[src/rtl/debounce_scheduler.sv]
// debounce_scheduler: time-multiplexed debouncer for p_channels buttons that queues
// press/release events in a small FIFO with a sticky overflow flag.
module debounce_scheduler #(
   parameter int p_channels      = 4,
   parameter int p_counter_width = 2,
   parameter int p_tick_div      = 4,
   parameter int p_fifo_depth    = 4
) (
   input  logic                          i_w_clk,
   input  logic                          i_w_reset,
   input  logic [p_channels-1:0]         i_w_in,
   output logic [p_channels-1:0]         o_w_state,
   output logic                          o_w_evt_valid,
   output logic [$clog2(p_channels)-1:0] o_w_evt_channel,
   output logic                          o_w_evt_press,
   input  logic                          i_w_evt_ready,
   output logic                          o_w_overflow,
   input  logic                          i_w_clear_overflow
);
   localparam int lp_cw = $clog2(p_channels);
   localparam int lp_dw = p_tick_div > 1 ? $clog2(p_tick_div) : 1;
   localparam int lp_fw = $clog2(p_fifo_depth);

   logic [p_channels-1:0]      r_sync1, r_sync2, r_state;
   logic [lp_dw-1:0]           r_div;
   logic [lp_cw-1:0]           r_ptr;
   logic [p_counter_width-1:0] r_cnt [p_channels];
   logic [lp_cw:0]             r_fifo [p_fifo_depth];
   logic [lp_fw-1:0]           r_wr, r_rd;
   logic [lp_fw:0]             r_count;
   logic                       r_ovf;
   logic                       w_step, w_agree, w_msb, w_toggle, w_pop, w_full, w_push, w_drop;
   logic [lp_cw:0]             w_head;

   always_comb begin
      w_step   = r_div == lp_dw'(p_tick_div - 1);
      w_agree  = r_sync2[r_ptr] == r_state[r_ptr];
      w_msb    = r_cnt[r_ptr][p_counter_width-1];
      w_toggle = w_step && !w_agree && w_msb;
      w_pop    = o_w_evt_valid && i_w_evt_ready;
      w_full   = r_count == (lp_fw + 1)'(p_fifo_depth);
      // a pop in the same edge frees the slot, so a full queue still accepts
      w_push   = w_toggle && (!w_full || w_pop);
      w_drop   = w_toggle && !w_push;
      w_head   = r_fifo[r_rd];
   end

   assign o_w_state       = r_state;
   assign o_w_evt_valid   = r_count != '0;
   assign o_w_evt_channel = o_w_evt_valid ? w_head[lp_cw:1] : '0;
   assign o_w_evt_press   = o_w_evt_valid & w_head[0];
   assign o_w_overflow    = r_ovf;

   always_ff @(posedge i_w_clk or negedge i_w_reset) begin
      if (!i_w_reset) begin
         r_sync1 <= '0;
         r_sync2 <= '0;
         r_state <= '0;
         r_div   <= '0;
         r_ptr   <= '0;
         r_wr    <= '0;
         r_rd    <= '0;
         r_count <= '0;
         r_ovf   <= 1'b0;
         for (int i = 0; i < p_channels; i++) r_cnt[i] <= '0;
      end else begin
         r_sync1 <= i_w_in;
         r_sync2 <= r_sync1;
         r_div   <= w_step ? '0 : r_div + 1'b1;
         if (w_step) begin
            r_ptr        <= r_ptr == lp_cw'(p_channels - 1) ? '0 : r_ptr + 1'b1;
            r_cnt[r_ptr] <= (w_agree || w_msb) ? '0 : r_cnt[r_ptr] + 1'b1;
         end
         if (w_toggle) r_state[r_ptr] <= ~r_state[r_ptr];
         if (w_push) r_wr <= r_wr + 1'b1;
         if (w_pop) r_rd <= r_rd + 1'b1;
         r_count <= r_count + (lp_fw + 1)'(w_push) - (lp_fw + 1)'(w_pop);
         r_ovf   <= w_drop || (r_ovf && !i_w_clear_overflow);
      end
   end

   always_ff @(posedge i_w_clk) begin
      if (w_push) r_fifo[r_wr] <= {r_ptr, ~r_state[r_ptr]};
   end
endmodule

[config.mk]
export PLATFORM = sky130hd
export DESIGN_NAME = debounce_scheduler
export DESIGN_NICKNAME = d
export VERILOG_FILES = /design/src/rtl/debounce_scheduler.sv
export SDC_FILE = /design/constraint.sdc
export NUM_CORES = 1
export LEC_CHECK = 0
export CORE_UTILIZATION = 45
export CTS_CLUSTER_SIZE = 8
export DETAILED_ROUTE_END_ITERATION = 7
export SKIP_CTS_REPAIR_TIMING = 1
export SLEW_MARGIN = 20
export SYNTH_ARGS = -nofsm -noshare
export SYNTH_HDL_FRONTEND = slang
export SYNTH_SLANG_ARGS = --single-unit
[constraint.sdc]
create_clock -name i_w_clk -period 3.8 [get_ports i_w_clk]
set_input_delay 0.95 -clock i_w_clk [delete_from_list [all_inputs] [get_ports i_w_clk]]
set_output_delay 0.95 -clock i_w_clk [all_outputs]
set_load 0.1 [all_outputs]
Word level (Yosys, flattened, before mapping)
Memory sizes are Yosys's and may differ from the RTL's.
Cells that the tools add are included.
- order comparisons: 4
- reductions and logical operators: 16
- equal/unequal tests: 4
- add/subtract/negate cells: 7
- multiplexer cells: 19
- bitwise gates (word level): 3
- operators with widths (kind ; number):
    two-way mux 2 bit ; 7
    adder 2 x 1 -> 2 bit (second input constant) ; 5
    bitwise mux 8 bit ; 1
    logical AND 1 bit ; 8
    two-way mux 1 bit ; 5
    binary-select mux 1 bit (select 2 bit) ; 2
    binary-select mux 2 bit (select 2 bit) ; 1
    bitwise mux 4 bit ; 1
    demux 2 bit (select 2 bit) ; 1
    == test 2 bit (second input constant) ; 2
    logical NOT 1 bit ; 4
    adder 3 x 1 -> 3 bit ; 1
    == test 3 bit (second input constant) ; 1
    >= comparator 3 bit (second input constant) ; 1
    logical OR 1 bit ; 3
    < comparator 2 x 3 -> 1 bit (second input constant) ; 1
    < comparator 3 x 1 -> 1 bit (second input constant) ; 1
    NOT 2 -> 3 bit ; 1
    nonzero test 3 bit ; 1
    subtractor 3 x 1 -> 3 bit ; 1
    demux 1 bit (select 2 bit) ; 1
    >= comparator 2 x 1 -> 1 bit (second input constant) ; 1
    AND 1 bit ; 1
    == test 1 bit ; 1
    NOT 1 bit ; 1
- memories: 1
- register bits: 32
- RAM bits: 12
- logic and storage cells: 67
- bits of input ports: 8
- memories (name ; words ; width ; read ports ; clocked after memory_dff ; wr ports ; line ; RTL):
    r_fifo ; 4 ; 3 ; 1 ; 0 ; 1 ; 28 ; logic [lp_cw:0] r_fifo [p_fifo_depth];

Longest topological paths before layout
Gate-level depths: netlist of the first run.
- word-level depth: 10
- gate-level depth with buffers: 11

Least setup slack after synthesis of the first run
No wires, ideal clock.
- kind: reg-to-reg
- start: register r_state[3], in the netlist o_w_state[3]
- end: register r_count[2]
- data required time: 3.677 ns
- library setup time: 0.123 ns
- clock period less this slack: 3.079 ns
- path slack: 0.721 ns
- path buffers: 1
- data arrival time: 2.957 ns
- stages on the path, launching flop included: 11
- cells stage by stage: dfrtp_1 mux4_2 xor2_1 and4_1 buf_6 inv_1 ha_1 inv_1 ha_1 fa_1 xnor2_1
- cells in the longest elaborated chain, start to end: 9
- RTL lines (item ; line ; RTL):
    start: declaration ; 24 ; logic [p_channels-1:0] r_sync1, r_sync2, r_state;
    start signal: indexed assignment ; 74 ; if (w_toggle) r_state[r_ptr] <= ~r_state[r_ptr];
    binary-select mux 1 bit (select 2 bit) ; 37 ; w_agree = r_sync2[r_ptr] == r_state[r_ptr];
    two-way mux 1 bit (implied by the code) ; 37 ;
    == test 1 bit ; 37 ;
    logical NOT 1 bit ; 39 ; w_toggle = w_step && !w_agree && w_msb;
    logical AND 1 bit (2 in series) ; 39 ;
    logical AND 1 bit ; 43 ; w_push = w_toggle && (!w_full || w_pop);
    adder 3 x 1 -> 3 bit ; 77 ; r_count <= r_count + (lp_fw + 1)'(w_push) - (lp_fw + 1)'(w_pop);
    subtractor 3 x 1 -> 3 bit ; 77 ;
    end signal: assignment ; 77 ;
    end: declaration ; 30 ; logic [lp_fw:0] r_count;
Every way passes these cells. The select of a mux whose other input is x is not followed.
A chain may end at the register's enable or synchronous reset.

Worst setup path in the final report of the first run
- start: register r_ptr[0]
- end: register r_count[2]
- cells in the longest elaborated chain, start to end: 9
- elaborated cells on any way between the ends: 15
- those cells by class: add/sub (2); eq/ne (1); mux (7); bitwise (1); reduce/logical (4)
- RTL lines (item ; line ; RTL):
    start: declaration ; 26 ; logic [lp_cw-1:0] r_ptr;
    start signal: assignment ; 71 ; r_ptr <= r_ptr == lp_cw'(p_channels - 1) ? '0 : r_ptr + 1'b1;
    binary-select mux 1 bit (select 2 bit) ; 37 ;
    two-way mux 1 bit (implied by the code) ; 37 ;
    == test 1 bit ; 37 ;
    logical NOT 1 bit ; 39 ;
    logical AND 1 bit ; 39 ;
    logical AND 1 bit * ; 39 ;
    logical AND 1 bit * ; 43 ;
    adder 3 x 1 -> 3 bit * ; 77 ;
    subtractor 3 x 1 -> 3 bit * ; 77 ;
Every way passes the cells marked *; elsewhere a longest branch is shown, timed or not. The select of a mux whose other input is x is not followed.

==> summary.txt, run 1 <==
Clocking
  • CTS buffer count: 5
  • Clk Latency, worst-skew pair: 0.29 ns
  • Clock buffer depth: 2
  • H-tree Lvls: 2
  • CTS tree: yes
  • Clk sinks: 44
  • Clock-pin slew on the worst setup and hold paths: 0.08 ns
  • CTS Root Cell: clkbuf_8

Logic synthesis
  • Post-synth EDFFs: 12
  • Asr flop ratio synth: 72.7%
  • Mean Syn Cell Area: 13.3 um2
  • Most used flip-flop cell after synthesis: dfrtp_1
  • Synth Cell Area: 0.00196 mm2
  • Syn_nets: 167
  • Post-synthesis sequential area ratio: 59.3%
  • Post-synthesis register bit count: 44
  • Post-synth top area share: 40.9%
  • Ys Warns: 0
  • Synth cell types: 28
  • Syn Inst Count: 147
  • Yosys top cell by area: dfrtp_1
  • Ranking of synthesized cells by area: dfrtp_1 41%, edfxtp_1 18%, ha_1 7.0%

Drt
  • DR vias/cell: 5.24
  • DR top layer: met4
  • Met2 WL: 1600 um
  • DR pass1 iterations: 4
  • Vias: 1136
  • Initial DRC count: 58
  • M1 WL: 1380 um
  • Routed length per instance: 14.6 um
  • Final WL: 3180 um
  • Post-DRT Antenna Nets: 0
  • Met3 WL: 146 um
  • Remaining routing DRC violations: 0

Die
  • Core region area: 0.00409 mm2
  • Rows: 23
  • Chip width: 68.0 um
  • Initial Utilization: 47.9%
  • Boundary Pins: 17
  • Full die area: 0.00462 mm2
  • Die height: 68.0 um

Worst setup path
  • WP data required: 4.01 ns
  • Crit. End Element: flip-flop
  • Reg2reg start: r_ptr[0]
  • Setup Crit Path Kind: reg2reg
  • R2R depth: 9
  • Setup crit start kind: flip-flop
  • Worst reg2reg endpoint: r_count[2]
  • Crit path from: r_ptr[0]
  • R2R Setup Slk: 0.66 ns
  • CP Max Fanout: 11
  • Worst EP arrival: 3.35 ns

STA
  • Fin crit period: 3.14 ns
  • Slew headroom: 35.1%
  • Fmax achieved: 0.319 GHz
  • Final Hold Fails: 0
  • Final setup vio count: 0
  • Final Cycle Share: 82.6%
  • Setup TNS Final: 0 ns
  • Fin Clk Skew: 0.00913 ns
  • Fin Hold WS: 0.352 ns
  • Slew at the pin with the worst max-slew slack: 0.970 ns
  • PnR worst setup slack: 0.662 ns
  • RSZ-0062 raised after global routing: no
  • Slew Limit Fails: 0

GRT
  • Initial antenna violation count: 0
  • Largest net degree at the start of global routing: 33
  • GRT overflow: 0
  • Vias in the first global route: 1189
  • Total GRT Usage: 16.9%
  • First-pass GRT wire length: 5490 um

Final layout
  • ANT cells: 0
  • Commonest non-fill, non-tap cell in the layout: dfrtp_1
  • Most frequent cells in the layout: 32 x dfrtp_1, 17 x nand2_1, 15 x o21ai_0
  • Final net count: 186
  • Layout cell share with drive strength beyond 1: 13.8%
  • Area delta synth->final: 13.9%

Worst hold path
  • Worst Hold Path EP: r_sync2[3]
  • Hold path cells: 0
  • HP Start: r_sync1[3]
  • Hold Crit Class: reg2reg

Run status
  • Outcome: finished clean

Placement
  • PortBufs: 16
  • Dpl ws: 0.412 ns
  • Post-DP HPWL: 2270 um
  • Routability cong.: 0.816

Pwr
  • Power per cell area: 523 mW/mm2
  • Leak pwr: 0.909 nW
  • Maximum VDD drop: 0.241 mV

Run
  • Max cap viols: 0
[flip-flops by register name, summed over array words and instances (netlist names)]
signal and cells:
r_fifo 12, o_w_state 4, r_cnt 8, o_w_overflow 1
r_wr 2, r_div 2, r_count 3, r_rd 2
r_ptr 2, r_sync2 4, r_sync1 4
[per-stage QoR]
stage / util [%] / instances / total power (W) / cell area, um2
after global placement: 52.5 / 209 / 0.000886 / 2150
after detailed placement: 52.5 / 209 / 0.000897 / 2150
after floorplan: - / 147 / 0.000822 / 1960
after CTS: 54.6 / 217 / 0.00118 / 2230
after global routing: 54.6 / 217 / 0.00123 / 2230
final: 54.6 / 217 / 0.00117 / 2230
[worst max path at each step]
| stage | endpoint | slack [ns] | depth (start not counted) |
|---|---|---|---|
| 4_1_cts | r_count[2] | 0.60 | 9 |
| 6_report | r_count[2] | 0.66 | 9 |
| 5_1_grt | r_count[2] | 0.45 | 9 |
| 3_5_place_dp | r_count[2] | 0.41 | 9 |
| 2_1_floorplan | r_count[2] | 0.72 | 10 |
| 3_3_place_gp | r_count[2] | 0.50 | 9 |
[layout make-up]
class / instances / area (um2)
Clock buffer: 6 / 72.6
Clock inverter: 2 / 12.5
Fill cell: 352 / 1860
Inverter: 12 / 45.0
Multi-Input combinational cell: 86 / 717
Sequential cell: 44 / 1160
Tap cell: 50 / 62.6
Timing Repair Buffer: 17 / 160
[worst max-delay path: stages (launching register included)]
cell     delay [ns]
dfrtp_1        0.62
mux4_2         0.61
xor2_1         0.30
and4_1         0.41
inv_1          0.07
ha_1           0.27
inv_1          0.04
ha_1           0.18
fa_1           0.37
xnor2_1        0.19
[power breakdown]
part | internal (W) | switching, W | leakage [nW]
clock network | 0.000129 | 0.000155 | 0.0412
registers | 0.000528 | 0.0000458 | 0.501
logic | 0.000109 | 0.000202 | 0.367
[cells in the mapped netlist, types with 4 or more instances]
cell type  instances
nand2_1           17
mux4_2             4
ha_1              11
dfrtp_1           32
inv_1             12
and2_1             4
and2_2             4
a21oi_1            4
a31oi_1            4
edfxtp_1          12
o21ai_0           15
[kinds of logic after synthesis]
family / synth area share [%]
DFF: 59.3
buffers and inverters: 4.09
AOI/OAI and AO/OA: 6.45
xor gates and xnor gates: 2.68
and+or+nand+nor: 8.95
adders and majority gates: 8.05
muxes: 10.5
[metal layers]
metal | vias up | track usage [%]
met2 | 29 | 28.4
met1 | 552 | 20.0
met4 | 0 | 7.03
met5 | - | 0
li1 | 548 | -
met3 | 7 | 5.17
Note: power is estimated with default switching activity, not from simulation.
==> inputs of run 2 (changes only) <==
==> constraint.sdc (replaced) <==
create_clock -name i_w_clk -period 2.92 [get_ports i_w_clk]
set_input_delay 0.73 -clock i_w_clk [delete_from_list [all_inputs] [get_ports i_w_clk]]
set_output_delay 0.73 -clock i_w_clk [all_outputs]
set_load 0.1 [all_outputs]
==> run 2 against run 1 <==
Design area is 2.3% higher. Total power up 37%. Clock power rose by 60%. Clock skew shrank 0.0064 ns. Hold slack got worse by 0.0013 ns. Sequential cell count did not move. Sequential power increased by 30%. Via count up 2.7%. Die area did not move. Non-clock buffer count grew 5. Utilization grew 1.3 points. Critical endpoint unchanged.
==> summary.txt, run 2 (same netlist as run 1, synthesis figures left out) <==
Die
  • Boundary Pins: 17 (unchanged)
  • Core region area: 0.00409 mm2 (unchanged)
  • Chip width: 68.0 um (unchanged)
  • Full die area: 0.00462 mm2 (unchanged)
  • Rows: 23 (unchanged)
  • Initial Utilization: 47.9% (unchanged)
  • Die height: 68.0 um (unchanged)

STA
  • Final Hold Fails: 0 (unchanged)
  • Fin crit period: 2.74 ns (-0.396 ns)
  • RSZ-0062 raised after global routing: no
  • Final setup vio count: 0 (unchanged)
  • Fin Clk Skew: 0.00273 ns (-0.00639 ns)
  • Fmax achieved: 0.365 GHz (+14%)
  • Slew at the pin with the worst max-slew slack: 0.485 ns (-0.485 ns)
  • Setup TNS Final: 0 ns (unchanged)
  • Final Cycle Share: 93.9% (+11 points)
  • Slew headroom: 67.3% (+32 points)
  • Slew Limit Fails: 0 (unchanged)

Clocking
  • Clk sinks: 44 (unchanged)
  • CTS buffer count: 5 (unchanged)
  • Clock buffer depth: 2 (unchanged)
  • CTS Root Cell: clkbuf_8
  • CTS tree: yes
  • Clk Latency, worst-skew pair: 0.29 ns (about the same)
  • H-tree Lvls: 2 (unchanged)
  • Clock-pin slew on the worst setup and hold paths: 0.08 ns (about the same)

Drt
  • Routed length per instance: 14.8 um (+0.79%)
  • M1 WL: 1450 um (+5.4%)
  • DR vias/cell: 5.26 (+0.42%)
  • DR top layer: met4
  • Final WL: 3280 um (+3.1%)
  • Met2 WL: 1570 um (-1.4%)
  • Vias: 1167 (+2.7%)
  • Met3 WL: 180 um (+23%)
  • Post-DRT Antenna Nets: 0 (unchanged)
  • Initial DRC count: 52 (-10%)
  • DR pass1 iterations: 4 (unchanged)
  • Remaining routing DRC violations: 0 (unchanged)

Final layout
  • Largest registers: r_fifo (12), r_cnt (8)
  • Area delta synth->final: 16.5%
  • Filler Cell Count: 344 (-2.3%)
  • ANT cells: 0 (unchanged)
  • Layout cell share with drive strength beyond 1: 22.7% (+8.9 points)
  • Commonest non-fill, non-tap cell in the layout: dfrtp_1
  • Multi-input logic area: 717 um2 (unchanged)
  • Final net count: 191 (+2.7%)
  • Most frequent cells in the layout: 27 x dfrtp_1, 17 x nand2_1, 15 x o21ai_0, 15 x buf_4
  • Top reg by flops: r_fifo
  • Max reg flops: 12 (unchanged)
  • Register area: 0.00117 mm2 (+0.54%)

Worst setup path
  • Crit. End Element: flip-flop
  • WP data required: 3.11 ns (-0.90 ns)
  • Worst EP arrival: 2.93 ns (-0.42 ns)
  • R2R depth: 9 (unchanged)
  • R2R Setup Slk: 0.18 ns (-0.48 ns)
  • CP Max Fanout: 7 (-4)
  • Setup Crit Path Kind: reg2reg
  • Reg2reg start: r_ptr[0]
  • Setup crit start kind: flip-flop
  • Worst reg2reg endpoint: r_count[2]

Placement
  • Post-DP HPWL: 2300 um (+1.6%)
  • PortBufs: 16 (unchanged)
  • Routability cong.: 0.908 (+11%)

Run status
  • Outcome: finished clean

Pwr
  • Power per cell area: 702 mW/mm2 (+34%)
  • Maximum VDD drop: 0.314 mV (+30%)
  • Overall Power: 0.00160 W (+37%)
  • Leak pwr: 0.951 nW (+4.6%)

Worst hold path
  • Hold Crit Class: reg2reg
  • Worst Hold Path EP: r_sync2[2]
  • HP Start: r_sync1[2]
  • Hold path cells: 0 (unchanged)

GRT
  • Largest net degree at the start of global routing: 33 (unchanged)
  • Vias in the first global route: 1202 (+1.1%)
  • First-pass GRT wire length: 5580 um (+1.6%)
  • Initial antenna violation count: 0 (unchanged)
  • Total GRT Usage: 17.4% (+0.53 points)
  • GRT overflow: 0 (unchanged)

Run
  • Max cap viols: 0 (unchanged)
[run 2: area by class of cell]
type,instances,share of cell area [%]
tap,50,2.74
sequential,44,51.2
multi-input combinational,86,31.4
clock buffer,6,3.18
timing repair buffer,22,8.00
inverter,12,1.97
clock inverter,2,1.54
[run 2: through the flow]
stage               instance area, um2  hold slack [ns]  instances  setup WS [ns]  util, %
CTS                               2280            0.354        222         0.0934     55.8
finish                            2280            0.350        222          0.178     55.8
floorplan                         1960            0.331        147         0.0479        -
global route                      2280            0.366        222         0.0113     55.8
detailed placement                2170            0.335        214         -0.135     53.2
global placement                  2170            0.333        214        -0.0650     53.2
[run 2: layer usage]
metal  GRT usage, %  vias up
met5              0        -
met1           22.0      578
met3           5.17        5
li1               -      554
met4           8.07        0
met2           27.6       30
[run 2: worst max path at each step]
stage	from	to	slack (ns)	depth (start not counted)
floorplan	o_w_state[3]	r_count[2]	0.05	10
global placement	i_w_evt_ready	r_count[2]	-0.07	9
detailed placement	i_w_evt_ready	r_count[2]	-0.14	9
CTS	r_ptr[0]	r_count[2]	0.09	9
global route	r_ptr[0]	r_count[2]	0.01	9
finish	r_ptr[0]	r_count[2]	0.18	9
[run 2: critical path, stage by stage (launching register included)]
cell and delay, ns:
dfrtp_2 0.44, mux4_1 0.60, xor2_1 0.28, and4_1 0.27, inv_1 0.05, ha_1 0.26
inv_1 0.04, ha_1 0.18, fa_1 0.38, xnor2_1 0.14
[run 2: power by group]
group	total [W]	internal, W	switching (W)
combinational	0.000404	0.000143	0.000261
sequential	0.000745	0.000687	0.0000583
clock	0.000454	0.000254	0.000200
